<file path="config.mk">
export PLATFORM = sky130hd
export DESIGN_NAME = freq_div_ctrl
export DESIGN_NICKNAME = d
export VERILOG_FILES = /design/src/rtl/fdiv_pkg.sv /design/src/rtl/fdiv_core.sv /design/src/rtl/freq_div_ctrl.sv
export SDC_FILE = /design/constraint.sdc
export NUM_CORES = 1
export LEC_CHECK = 0
export CORE_ASPECT_RATIO = 0.9
export CORE_MARGIN = 2
export CORE_UTILIZATION = 34
export CTS_BUF_LIST = sky130_fd_sc_hd__clkbuf_8
export DETAILED_ROUTE_END_ITERATION = 8
export MAX_ROUTING_LAYER = met4
export SLEW_MARGIN = 20
export SYNTH_ARGS = -nofsm -noshare
export SYNTH_HDL_FRONTEND = slang
export SYNTH_SLANG_ARGS = --single-unit
</file>
<file path="constraint.sdc">
create_clock -name clk -period 3.25 [get_ports clk]
set_clock_uncertainty 0.15 [all_clocks]
set_input_delay 0.4875 -clock clk [delete_from_list [all_inputs] [get_ports clk]]
set_output_delay 0.4875 -clock clk [all_outputs]
set_load 0.01 [all_outputs]
</file>
<file path="src/rtl/fdiv_pkg.sv">
// Shared types and defaults for the glitch-free clock-enable divider controller.
package fdiv_pkg;

  typedef enum logic [1:0] {
    IDLE = 2'd0,
    RUN  = 2'd1,
    STOP = 2'd2
  } fdiv_state_t;

  localparam int FDIV_W_DEF    = 16;
  localparam int FDIV_DEF_HALF = 3;

endpackage

</file>
<file path="src/rtl/fdiv_core.sv">
// Count/toggle datapath of the divider: counts to half-1, flips out, flags the 1->0 boundary.
module fdiv_core
  import fdiv_pkg::*;
#(
  parameter int W = FDIV_W_DEF
) (
  input  logic         clk,
  input  logic         rst,
  input  logic         run,
  input  logic         load,
  input  logic [W-1:0] half,
  output logic         out,
  output logic         tick,
  output logic         boundary
);

  logic [W-1:0] count;
  logic         wrap;

  assign wrap = (count == half - W'(1));

  // Not gated by run so the controller can use it without a combinational loop;
  // count and out are held at zero whenever the divider is not running.
  assign boundary = wrap & out;

  always_ff @(posedge clk) begin
    if (rst || load) begin
      count <= '0;
      out   <= 1'b0;
      tick  <= 1'b0;
    end else if (run) begin
      if (wrap) begin
        count <= '0;
        out   <= ~out;
      end else begin
        count <= count + W'(1);
      end
      tick <= wrap & ~out;
    end else begin
      tick <= 1'b0;
    end
  end

endmodule

</file>
<file path="src/rtl/freq_div_ctrl.sv">
// Runtime-programmable glitch-free divider controller: config handshake, pending slot and FSM.
// Optional feature macro: FDIV_PERIOD_CNT_EN adds the period_cnt output and counter.
module freq_div_ctrl
  import fdiv_pkg::*;
#(
  parameter int W        = FDIV_W_DEF,
  parameter int DEF_HALF = FDIV_DEF_HALF
`ifdef FDIV_PERIOD_CNT_EN
  ,
  parameter int PCNT_W   = 16
`endif
) (
  input  logic              clk,
  input  logic              rst,
  input  logic              en,
  input  logic              cfg_valid,
  input  logic [W-1:0]      cfg_half,
  output logic              cfg_ready,
  output logic              cfg_err,
  output logic              busy,
  output logic              out,
  output logic              tick
`ifdef FDIV_PERIOD_CNT_EN
  ,
  output logic [PCNT_W-1:0] period_cnt
`endif
);

  fdiv_state_t  state, next_state;
  logic [W-1:0] active_half;
  logic [W-1:0] pend_half;
  logic         pend_flag;
  logic         core_run;
  logic         core_load;
  logic         boundary;
  logic         accept;
  logic         cfg_zero;
  logic         cfg_good;
  logic         apply_pend;

  assign cfg_ready = ~pend_flag;
  assign busy      = (state != IDLE);
  assign accept    = cfg_valid & cfg_ready;
  assign cfg_zero  = (cfg_half == '0);
  assign cfg_good  = accept & ~cfg_zero;

  fdiv_core #(
    .W(W)
  ) u_core (
    .clk      (clk),
    .rst      (rst),
    .run      (core_run),
    .load     (core_load),
    .half     (active_half),
    .out      (out),
    .tick     (tick),
    .boundary (boundary)
  );

  always_comb begin
    next_state = state;
    core_run   = 1'b0;
    core_load  = 1'b0;
    case (state)
      IDLE: begin
        core_load = 1'b1;
        if (en) next_state = RUN;
      end
      RUN: begin
        core_run = 1'b1;
        if (!en) begin
          // Low phase can be cut safely; a high phase must be allowed to finish.
          if (!out) begin
            next_state = IDLE;
            core_load  = 1'b1;
          end else if (boundary) begin
            next_state = IDLE;
          end else begin
            next_state = STOP;
          end
        end
      end
      STOP: begin
        core_run = 1'b1;
        if (en) next_state = RUN;
        else if (boundary) next_state = IDLE;
      end
      default: next_state = IDLE;
    endcase
  end

  // Pending ratio lands at a boundary, or on any return to IDLE so the slot never stays full.
  assign apply_pend = pend_flag & (state != IDLE) & (boundary | (next_state == IDLE));

  always_ff @(posedge clk) begin
    if (rst) begin
      state       <= IDLE;
      active_half <= W'(DEF_HALF);
      pend_flag   <= 1'b0;
      cfg_err     <= 1'b0;
    end else begin
      state   <= next_state;
      cfg_err <= accept & cfg_zero;
      if (state == IDLE) begin
        if (cfg_good) active_half <= cfg_half;
      end else begin
        if (apply_pend) begin
          active_half <= pend_half;
          pend_flag   <= 1'b0;
        end
        if (cfg_good) pend_flag <= 1'b1;
      end
    end
  end

  always_ff @(posedge clk) begin
    if (cfg_good && state != IDLE) pend_half <= cfg_half;
  end

`ifdef FDIV_PERIOD_CNT_EN
  always_ff @(posedge clk) begin
    if (rst) begin
      period_cnt <= '0;
    end else if (state != IDLE && boundary) begin
      period_cnt <= period_cnt + PCNT_W'(1);
    end
  end
`endif

endmodule

</file>
# --- Yosys cells after proc, flatten, opt, wreduce, memory -nomap -nowiden ---
# Cells that the tools add are included.
totals:
  reg_bits: 54
  latchBits: 0
  ramBits: 0
  mem_bits_ro: 0
  input_bits: 20
  output_inout_bits: 5
  elab_cells: 57
  mem_count: 0
classes:
  n_addsub: 2
  mul: 0
  div: 0
  n_lt_le_gt_ge: 0
  n_eq_ne: 4
  shifts: 0
  muxes: 17
  n_bitwise: 13
  reduce_logical: 13
op_table:
  columns: ["op", "n"]
  rows:
  - ["16-bit two-way mux", 4]
  - ["16-bit by 1-bit adder with 16-bit output, second input constant", 1]
  - ["16-bit equality test", 1]
  - ["16-bit logical NOT", 1]
  - ["16-bit by 1-bit subtractor with 16-bit output, second input constant", 1]
  - ["2-bit two-way mux", 6]
  - ["1-bit bitwise AND", 7]
  - ["2-bit one-hot mux with 3 select lines", 1]
  - ["2-bit AND reduction", 3]
  - ["2-bit nonzero test", 3]
  - ["1-bit two-way mux", 5]
  - ["1-bit inverter", 5]
  - ["2-bit logical NOT", 2]
  - ["2-bit OR reduction", 2]
  - ["2-bit by 1-bit equality test with 1-bit output, second input constant", 1]
  - ["2-bit equality test, second input constant", 1]
  - ["2-bit inequality test, second input constant", 1]
  - ["1-bit one-hot mux with 2 select lines", 1]
  - ["1-bit logical AND", 1]
  - ["1-bit logical OR", 1]
  - ["1-bit OR", 1]

# --- Depth between registers and ports, before layout ---
# Gate-level depths: netlist (run 1).
depth:
  depth_word: 12
  ltp_mapped: 12
  depth_no_buf: 10

# --- By module ---
# Synthesis (run 1) repeated with hierarchy kept, for this count alone.
hier_totals:
  hier_cells: 320
  hier_area_um2: 3100.5
modules_own_cells:
  columns: ["module", "instances", "cells_per_inst", "area_per_inst_um2", "seq_area_each_um2"]
  rows:
  - ["freq_div_ctrl", 1, 145, 1729.2, 880.8]
  - ["fdiv_core", 1, 175, 1371.3, 360.3]

# --- Worst setup path after synthesis (run 1) ---
# No wires, ideal clock.
synth_timing:
  path_kind: "register -> register"
  from: "register active_half[2]"
  to: "register active_half[11]"
  t_arrival_ns: 2.924
  required_time_ns: 2.979
  slack_ns: 0.055
  stages_incl_launch_ff: 11
  n_path_buf: 2
  synth_period_minus_slack_ns: 3.195
  path_cell_list: "dfxtp_1 > buf_6 > or4_4 > or4_4 > mux2i_1 > a31oi_2 > o2111ai_1 > nand2b_2 > o31ai_4 > buf_12 > mux2_4"
synth_via:
  elab_chain_cells: 12
  elab_cells_between_ends: 14
  classes_between: "add/sub (1); eq/ne (1); mux (6); bitwise (3); reduce/logical (3)"
synth_lines:
  columns: ["item", "line", "source"]
  rows:
  - ["start, declared", "freq_div_ctrl.sv:30", "logic [W-1:0] active_half;"]
  - ["start signal, assigned", "freq_div_ctrl.sv:98", "active_half <= W'(DEF_HALF);"]
  - ["start signal, assigned", "freq_div_ctrl.sv:105", "if (cfg_good) active_half <= cfg_half;"]
  - ["start signal, assigned", "freq_div_ctrl.sv:108", "active_half <= pend_half;"]
  - ["16-bit by 1-bit subtractor with 16-bit output (*)", "fdiv_core.sv:20", "assign wrap = (count == half - W'(1));"]
  - ["16-bit equality test (*)", "fdiv_core.sv:20", null]
  - ["1-bit bitwise AND (*)", "fdiv_core.sv:24", "assign boundary = wrap & out;"]
  - ["2-bit two-way mux", "freq_div_ctrl.sv:76", "end else if (boundary) begin"]
  - ["2-bit two-way mux", "freq_div_ctrl.sv:73", "if (!out) begin"]
  - ["2-bit two-way mux", "freq_div_ctrl.sv:71", "if (!en) begin"]
  - ["2-bit one-hot mux with 3 select lines", "freq_div_ctrl.sv:64", "case (state)"]
  - ["2-bit logical NOT", "freq_div_ctrl.sv:93", "assign apply_pend = pend_flag & (state != IDLE) & (boundary | (next_state == IDLE));"]
  - ["1-bit OR (*)", "freq_div_ctrl.sv:93", null]
  - ["1-bit bitwise AND (*)", "freq_div_ctrl.sv:93", null]
  - ["2-bit nonzero test (no source line) (*)", null, null]
  - ["2-bit AND reduction (no source line) (*)", null, null]
# Every way passes the cells marked *; elsewhere a longest branch is shown, timed or not.
# A chain may end at the register's enable or synchronous reset.

# --- Final worst setup path (run 1) ---
layout_timing:
  from: "register active_half[0]"
  to: "register active_half[15]"
# Same word-level chain as after synthesis.

==> summary.txt, run 1 <==
outcome - complete, no violations
routed wire length - 6.91 mm
XOR/XNOR share of the synthesized area - 10.4%
mux cell area share after synthesis - 12.3%
Final Cycle Share - 99.4%
clock buffer depth - 2
CTS tree - built
adder-cell share of the synthesized area - 2.37%
area fraction in compound gates after synthesis - 7.45%
asr flop ratio synth - 0%
Final Cell Area - 0.00392 mm2
largest net degree at the start of global routing - 27
startpoint types - flip-flop
IO Port Bufs - 24
Final Non-Filler Cells - 487
Root Buffer - clkbuf_8
Nets - 390
Slew Limit Headroom - 62.1%
Post-Syn Nets - 353
Synth Area in Simple Gates - 23.9%
First DRT Iteration DRCs - 89
number of vias in the routed layout - 2460
first-pass GRT wire length - 11.3 mm
placed cell areas - 0.00361 mm2
die span in x - 106 um
Arr. time, crit path - 3290 ps
IO Count - 25
RSZ-0062 raised after global routing - true
#FFs+latches synth - 54
worst hold path class - reg -> reg
Worst-path clk slew - 100 ps
grt ovf - 0
cell taking the most area after synthesis - dfxtp_1
main area contributors after synthesis - dfxtp_1, edfxtp_1, mux2i_1
htree depth - 2
crit path kind - reg -> reg
final hold violation count - 0
GR Util All Layers - 14.3%
Detailed Place HPWL - 5.06 mm
DR pass1 iterations - 4
synthesis-to-layout area growth - 23.5%
DR vias/cell - 5.05
most common cell in the netlist - nor2_1
core area - 0.00908 mm2
reg2reg setup slack - 20 ps
Main synth FF type - dfxtp_1
ant diodes - 0
CTS Buf Count - 5
initial antenna violation count - 0
die area - 0.0101 mm2
met1 WL - 3.67 mm
Final min period - 3230 ps
Pins Over Slew Limit - 0
slew at the pin with the worst max-slew slack - 567 ps
f_max - 309 MHz
WL met2 - 3.00 mm
Tot Pwr - 1.67 mW
peak supply drop - 204 uV
Final setup viols - 0
CP Capture Type - flip-flop
Power Density - 425 mW/mm2
WL per Instance - 14.2 um
Mapped Area - 0.00317 mm2
sequential share of the synthesized area - 39.1%
drt drc - 0
vias in the first global route - 2356
post-cts hold buffer count - 0
Synth cell types - 57
starting density of the core - 34.9%
DR top layer - met4
Clock Latency Late Sink - 310 ps
Final Wtd Congestion - 0.950
Max-Cap Viols - 0
share of layout cells above drive strength 1 - 18.9%
met3 WL - 198 um
largest family of logic cells by synthesized area - simple AND/OR/NAND/NOR gates
Static Leakage - 1.50 nW
Warnings, synthesis - 0
placement row count - 33
ANT nets after route - 0
Crit Path Max Fanout - 8
Mapped Cells - 327
Synth top cells by count - nor2_1, dfxtp_1, xor2_1, mux2i_1, nor2b_1
share of the synthesized area in the top cell type - 24.0%
Inst Count DP - 475
clk sinks - 54
Die Y - 95.6 um
number of synthesized flops with an enable pin - 16
data required time of the worst path - 3310 ps
Syn Area/Cell - 9.70 um2
==> kinds of logic (layout without fill, tap and decap cells) <==
family,Yosys count,count (layout)
buf+inv,24,62
fa+ha+maj,6,6
compound gates,32,32
xor+xnor,36,36
mux,34,34
simple gates,141,141
flops,54,54
==> where the power goes <==
group	internal (mW)	total [mW]	leakage (nW)	switching, mW
sequential	0.732	0.768	0.455	0.0362
combinational	0.226	0.446	0.990	0.220
clock	0.227	0.452	0.0556	0.224
==> worst paths after layout <==
check	from	end	cells after the start
hold reg to reg	pend_flag$_SDFFE_PP0P_	cfg_err$_SDFF_PP0_	1
setup / recovery	active_half[0]$_SDFFE_PP1P_	active_half[15]$_SDFFE_PP0P_	9
setup reg to reg	active_half[0]$_SDFFE_PP1P_	active_half[15]$_SDFFE_PP0P_	9
hold / removal	pend_flag$_SDFFE_PP0P_	cfg_err$_SDFF_PP0_	1
==> metrics by stage <==
step	setup slack (ps)	TNS, ps	hold slack, ps	util [%]
4_1_cts	7.97	0	342	41.0
3_3_place_gp	91.2	0	326	39.8
3_5_place_dp	22.0	0	333	39.8
2_1_floorplan	54.8	0	295	-
5_1_grt	-67.8	-737	390	43.1
6_report	18.2	0	342	43.1
==> metal layers <==
metal / vias to the layer above / track usage, %
met5: - / -
met4: 0 / 2.85
li1: 1236 / -
met2: 34 / 21.6
met3: 5 / 3.14
met1: 1185 / 19.7
==> worst max-delay path, cell delays in order, from the launching register on <==
cell       delay [ps]
dfxtp_2           350
or4_4             540
or4_4             580
mux2i_4           210
a31oi_4           130
o2111ai_2         190
nand2_2            90
o31ai_4           350
clkbuf_16         240
mux2_4            300
==> registers in the layout (all words and copies together) (netlist names) <==
signal and count:
active_half 16, cfg_err 1, pend_flag 1, pend_half 16, state 2, u_core.count 16
u_core.out 1, u_core.tick 1
==> repair_timing <==
item                       in CTS  in global routing
hold endpoints to repair        0                  0
setup endpoints to repair       0                 32
gates resized for setup         0                 28
setup buffers                   0                  3
==> final cells by class <==
cell class	count	area, um2
inverters	8	30.0
flip-flops and latches	54	1240
multi-input cells	249	1930
clock inverters	3	41.3
well taps	122	153
repair buffers	46	448
fillers	896	5170
clock buffers	5	68.8
==> cell usage in the layout, fill, tap and decap left out, drive strengths merged, types with 15 or more instances in the layout <==
cell type       n
mux2           15
edfxtp         16
xor2           20
mux2i          19
clkdlybuf4s50  24
nand2          15
nor2           47
xnor2          15
nor2b          17
dfxtp          38
buf            21
(Power assumes the default switching activity.)
==> inputs of run 2 (changes only) <==
==> constraint.sdc (replaced) <==
create_clock -name clk -period 3.25 [get_ports clk]
set_clock_uncertainty 0.15 [all_clocks]
set_input_delay 0.4875 -clock clk [delete_from_list [all_inputs] [get_ports clk]]
set_output_delay 0.4875 -clock clk [all_outputs]
set_load 0.005 [all_outputs]
==> results of run 2 <==
Same layout as run 1 (identical final DEF). Status: complete, no violations.
Among the figures that moved: total power 1.67 mW -> 1.66 mW
